`src/rtl/intc_pkg.sv`:
```
// Shared interrupt-controller constants and the lowest-set-bit helper,
// also used by the control unit's priority compare.
package intc_pkg;

  localparam int unsigned INT_OVERFLOW_BIT = 0;
  localparam int unsigned INTC_DEFAULT_N   = 8;
  localparam int unsigned INTC_MAX_N       = 32;

  // Isolates the lowest set bit; callers zero-extend narrower vectors to INTC_MAX_N.
  function automatic logic [INTC_MAX_N-1:0] lowest_set_bit(input logic [INTC_MAX_N-1:0] x);
    return x & (~x + INTC_MAX_N'(1));
  endfunction

endpackage

```
`src/rtl/intc_sync_edge.sv`:
```
// N-wide irq synchronizer followed by a previous-sample flop per line;
// irq_edge flags a synchronized rising edge for one cycle.
module intc_sync_edge #(
  parameter int unsigned N           = 8,
  parameter int unsigned SYNC_STAGES = 2
) (
  input  logic         clk,
  input  logic         reset,
  input  logic [N-1:0] irq,
  output logic [N-1:0] irq_edge
);

  logic [N-1:0] sync_q [SYNC_STAGES];
  logic [N-1:0] prev_q;

  always_ff @(posedge clk) begin
    if (reset) begin
      for (int unsigned i = 0; i < SYNC_STAGES; i++) sync_q[i] <= '0;
      prev_q <= '0;
    end else begin
      sync_q[0] <= irq;
      for (int unsigned i = 1; i < SYNC_STAGES; i++) sync_q[i] <= sync_q[i-1];
      prev_q <= sync_q[SYNC_STAGES-1];
    end
  end

  assign irq_edge = sync_q[SYNC_STAGES-1] & ~prev_q;

endmodule

```
`src/rtl/intc.sv`:
```
// Interrupt controller: latches irq edges into pending, tracks in-service
// requests and presents the highest-priority (lowest index) of each one-hot.
module intc
  import intc_pkg::*;
#(
  parameter int unsigned N           = INTC_DEFAULT_N,
  parameter int unsigned SYNC_STAGES = 2
) (
  input  logic         clk,
  input  logic         reset,
  input  logic [N-1:0] irq,
  input  logic [N-1:0] mask,
  input  logic [N-1:0] s_calli,
  input  logic [N-1:0] s_reti,
  input  logic         clr_lost,
  output logic [N-1:0] min_bit_s,
  output logic [N-1:0] min_bit_a,
  output logic [N-1:0] lost
);

  // The overflow bit is raised inside the control unit, never from irq.
  localparam logic [N-1:0] REQ_BITS = ~(N'(1) << INT_OVERFLOW_BIT);

  logic [N-1:0] irq_edge;
  logic [N-1:0] req_edge;
  logic [N-1:0] pending;
  logic [N-1:0] in_service;

  intc_sync_edge #(
    .N           (N),
    .SYNC_STAGES (SYNC_STAGES)
  ) u_sync_edge (
    .clk      (clk),
    .reset    (reset),
    .irq      (irq),
    .irq_edge (irq_edge)
  );

  assign req_edge = irq_edge & REQ_BITS;

  // A new edge beats a same-cycle accept; a same-cycle call beats a return.
  always_ff @(posedge clk) begin
    if (reset) begin
      pending    <= '0;
      in_service <= '0;
      lost       <= '0;
    end else begin
      pending    <= ((pending & ~s_calli) | req_edge) & REQ_BITS;
      in_service <= (in_service & ~s_reti) | s_calli;
      lost       <= (clr_lost ? '0 : lost) | (req_edge & pending & ~s_calli);
    end
  end

  assign min_bit_s = N'(lowest_set_bit(INTC_MAX_N'(pending & mask)));
  assign min_bit_a = N'(lowest_set_bit(INTC_MAX_N'(in_service)));

endmodule
```
`config.mk`:
```
export PLATFORM = sky130hd
export DESIGN_NAME = intc
export DESIGN_NICKNAME = d
export VERILOG_FILES = /design/src/rtl/intc_pkg.sv /design/src/rtl/intc_sync_edge.sv /design/src/rtl/intc.sv
export SDC_FILE = /design/constraint.sdc
export NUM_CORES = 1
export LEC_CHECK = 0
export ABC_AREA = 1
export BUFFER_PORTS_ARGS = -buffer_cell sky130_fd_sc_hd__buf_4
export CAP_MARGIN = 30
export CORE_MARGIN = 2
export CORE_UTILIZATION = 50
export CTS_BUF_LIST = sky130_fd_sc_hd__clkbuf_4 sky130_fd_sc_hd__clkbuf_8
export CTS_CLUSTER_DIAMETER = 60
export DETAILED_ROUTE_END_ITERATION = 8
export GPL_TIMING_DRIVEN = 0
export PLACE_DENSITY = 0.81
export SYNTH_ARGS = -nofsm -noshare
export SYNTH_HDL_FRONTEND = slang
export SYNTH_SLANG_ARGS = --single-unit
```
`constraint.sdc`:
```
create_clock -name clk -period 0.9 [get_ports clk]
set_clock_uncertainty 0.05 [all_clocks]
set_input_delay 0.09 -clock clk [delete_from_list [all_inputs] [get_ports clk]]
set_output_delay 0.09 -clock clk [all_outputs]
set_load 0.05 [all_outputs]
```
==> results.cfg <==
[floorplan]
io_pins = 59
die_y_um = 60.6
coreArea_um2 = 3050
die_area_um2 = 3670
initial_core_util_pct = 52.5
die_w_um = 60.6
core.rowCount = 20

[yosys]
yosysSeqAreaShare_pct = 53.8
ys_warn_count = 0
synth_area_leader_cell = dfxtp_1
syn_inst = 207
syn_area_um2 = 1600
ys_seq_elements = 43
ys_types = 16
synth_top_area_share_pct = 53.8
synth.avg_cell_area_um2 = 7.74
synth_area_leaders = dfxtp_1, nor2_1, inv_1, nand2_1, o21ba_4

[routing]
wl_per_cell_um = 20.6
firstDrtPassIters = 4
ant_nets = 0
drc = 0
drtIter0Drc = 162
vias = 1795
via_per_inst = 5.20
wl_um = 7120

[timing]
rsz0062_at_grt = true
setup_ws_ps = -648
fin_crit_ps = 1550
hold_slack_ps = 46.8
hold_viol_final = 0
drv_slew = 0
fin_crit_sh_pct = 172
fmax_mhz = 646
setup_violations = 36

[grt]
grt_pass1_wl_um = 7730
grt_max_degree = 13
grt_pass1_vias = 1691
grt_overflow = 0
track_usage_pct = 29.5
antenna_found_initial = 0

[cells_and_area]
insertedDiodeCount = 0
post-route-cell-area_um2 = 2930
nFillCells = 71
final_nets = 336
mostFrequentLayoutCells = nor2_1, buf_4, inv_1
final_common_cell = nor2_1
final_layout_size_suffix_gt1_share_pct = 52.5
final_cells = 345
syn2layout_area_growth_pct = 82.8

[cts]
clk_pin_slew_ps = 130
insertion_delay_ps = 360
cts_max_path_buffers = 2
cts-root-buf = clkbuf_4
cts_tree = done
htree_levels = 2
cts_inserted_buffers = 5
cts.sinks = 43

[placed_design]
placed_cell_area_um2 = 2190
preCtsSetupSlack_ps = -380
portBuffers = 53
hpwl_um = 2410
place.gp.congestion = 0.724
dp_cells = 305

[power_and_ir_drop]
p_int_uw = 2960
swShare_pct = 27.8
power_uw = 4090
switchingPower_uw = 1140
cellLeakagePower_uw = 0.00130
ir_worst_vdd_v = 0.00145
power.density_nw_per_um2 = 1400
combPwrFrac_pct = 20.6
pwr-share-seq_pct = 49.6
clock_power_share_pct = 29.8

[flow_run]
maxCapViolCount = 0

[min_path]
hp-class = in2reg

[critical_path]
cp_max_fo = 2
start_kind = flip-flop
critPathKind = reg2out
end_kind = primary output
cpPeakStageDelay_ps = 370
crit_slowest_cell = dfxtp_4
crit_chain = nor2_4 -> buf_4 -> nand2_4 -> nor3_4 -> buf_6
crit_buf_inv = 2
path_delay_family = flip-flops
cp.arrival_ps = 1410
worstPathRequired_ps = 760

[outcome]
violations = negative setup slack
status = finished with violations
-- metal layers --
layer  vias to the layer above  part of all wire [%]  global-route usage, %
met2                       131                    49                   51.5
met3                        41                   9.4                   7.68
met1                       836                    35                   30.2
met5                         -                     0                      0
met4                         0                   5.9                   21.7
li1                        787                     -                      -
-- area by class of cell --
type / instances / area, um2 / share of cell area [%]
tap: 44 / 55.1 / 1.88
buffer: 8 / 63.8 / 2.18
timing repair buffer: 86 / 871 / 29.7
inverter: 40 / 165 / 5.64
clock buffer: 6 / 45.0 / 1.54
sequential: 43 / 891 / 30.4
multi-input combinational: 117 / 807 / 27.6
clock inverter: 1 / 30.0 / 1.03
-- flip-flops by register name, summed over array words and instances (netlist names) --
register	count
lost	7
in_service	8
pending	7
u_sync_edge.prev_q	7
u_sync_edge.sync_q	14
-- final timing paths --
path                                          end  depth (start not counted)                           startpoint  slack (ps)
min                            lost[4]$_SDFF_PP0_                          4                             clr_lost          50
max                                  min_bit_a[4]                          5             in_service[0]$_SDFF_PP0_        -650
max reg2reg              in_service[1]$_SDFF_PP0_                          5             in_service[1]$_SDFF_PP0_         -90
min reg2reg  u_sync_edge.sync_q[0][15]$_SDFF_PP0_                          2  u_sync_edge.sync_q[0][7]$_SDFF_PP0_         360
-- power groups by stage --
| stage | Combinational, uW | Sequential (uW) | Clock (uW) |
|---|---|---|---|
| 6_report | 843 | 2030 | 1220 |
| 5_1_grt | 874 | 2030 | 1260 |
| 4_1_cts | 673 | 2010 | 1190 |
| 3_5_place_dp | 525 | 2060 | 0 |
| 3_3_place_gp | 516 | 2050 | 0 |
| 2_1_floorplan | 340 | 2050 | 0 |
-- metrics by stage --
| stage | util (%) | TNS (ps) |
|---|---|---|
| final | 95.9 | -9480 |
| after global routing | 95.9 | -10310 |
| after CTS | 88.0 | -7640 |
| after detailed placement | 71.8 | -2020 |
| after global placement | 71.8 | -1910 |
| after floorplan | - | -2440 |
-- cells in the mapped netlist (all sizes together) --
cell type and n:
nor2 65, dfxtp 43, inv 40, nand2 27, a21oi 10, buf 8, o21ba 7, nor3 2
conb 1, nand3 1, nand3b 1, nand4 1, nor3b 1
-- worst reg2reg max path, cell delays in order, from the launching register on --
cell and delay [ps]:
dfxtp_4 390, buf_6 130, inv_6 40, nor2_4 80, nor2_2 50, nor2_1 160
-- cell families (layout without fill, tap and decap cells) --
kind of cell	Yosys count	in the layout	synth area share [%]
simple gates	98	98	23.8
flops	43	43	53.8
other cells	1	2	0.234
compound gates	17	17	9.06
buf+inv	48	141	13.1
-- what timing repair did --
item,CTS,global route
pin swaps,11,19
gates resized for setup,41,73
hold buffers,24,0
endpoints found under the hold margin,25,0
gates cloned,0,0
setup buffers,6,3
setup endpoints to repair,24,35
Note: power is estimated with default switching activity, not from simulation.
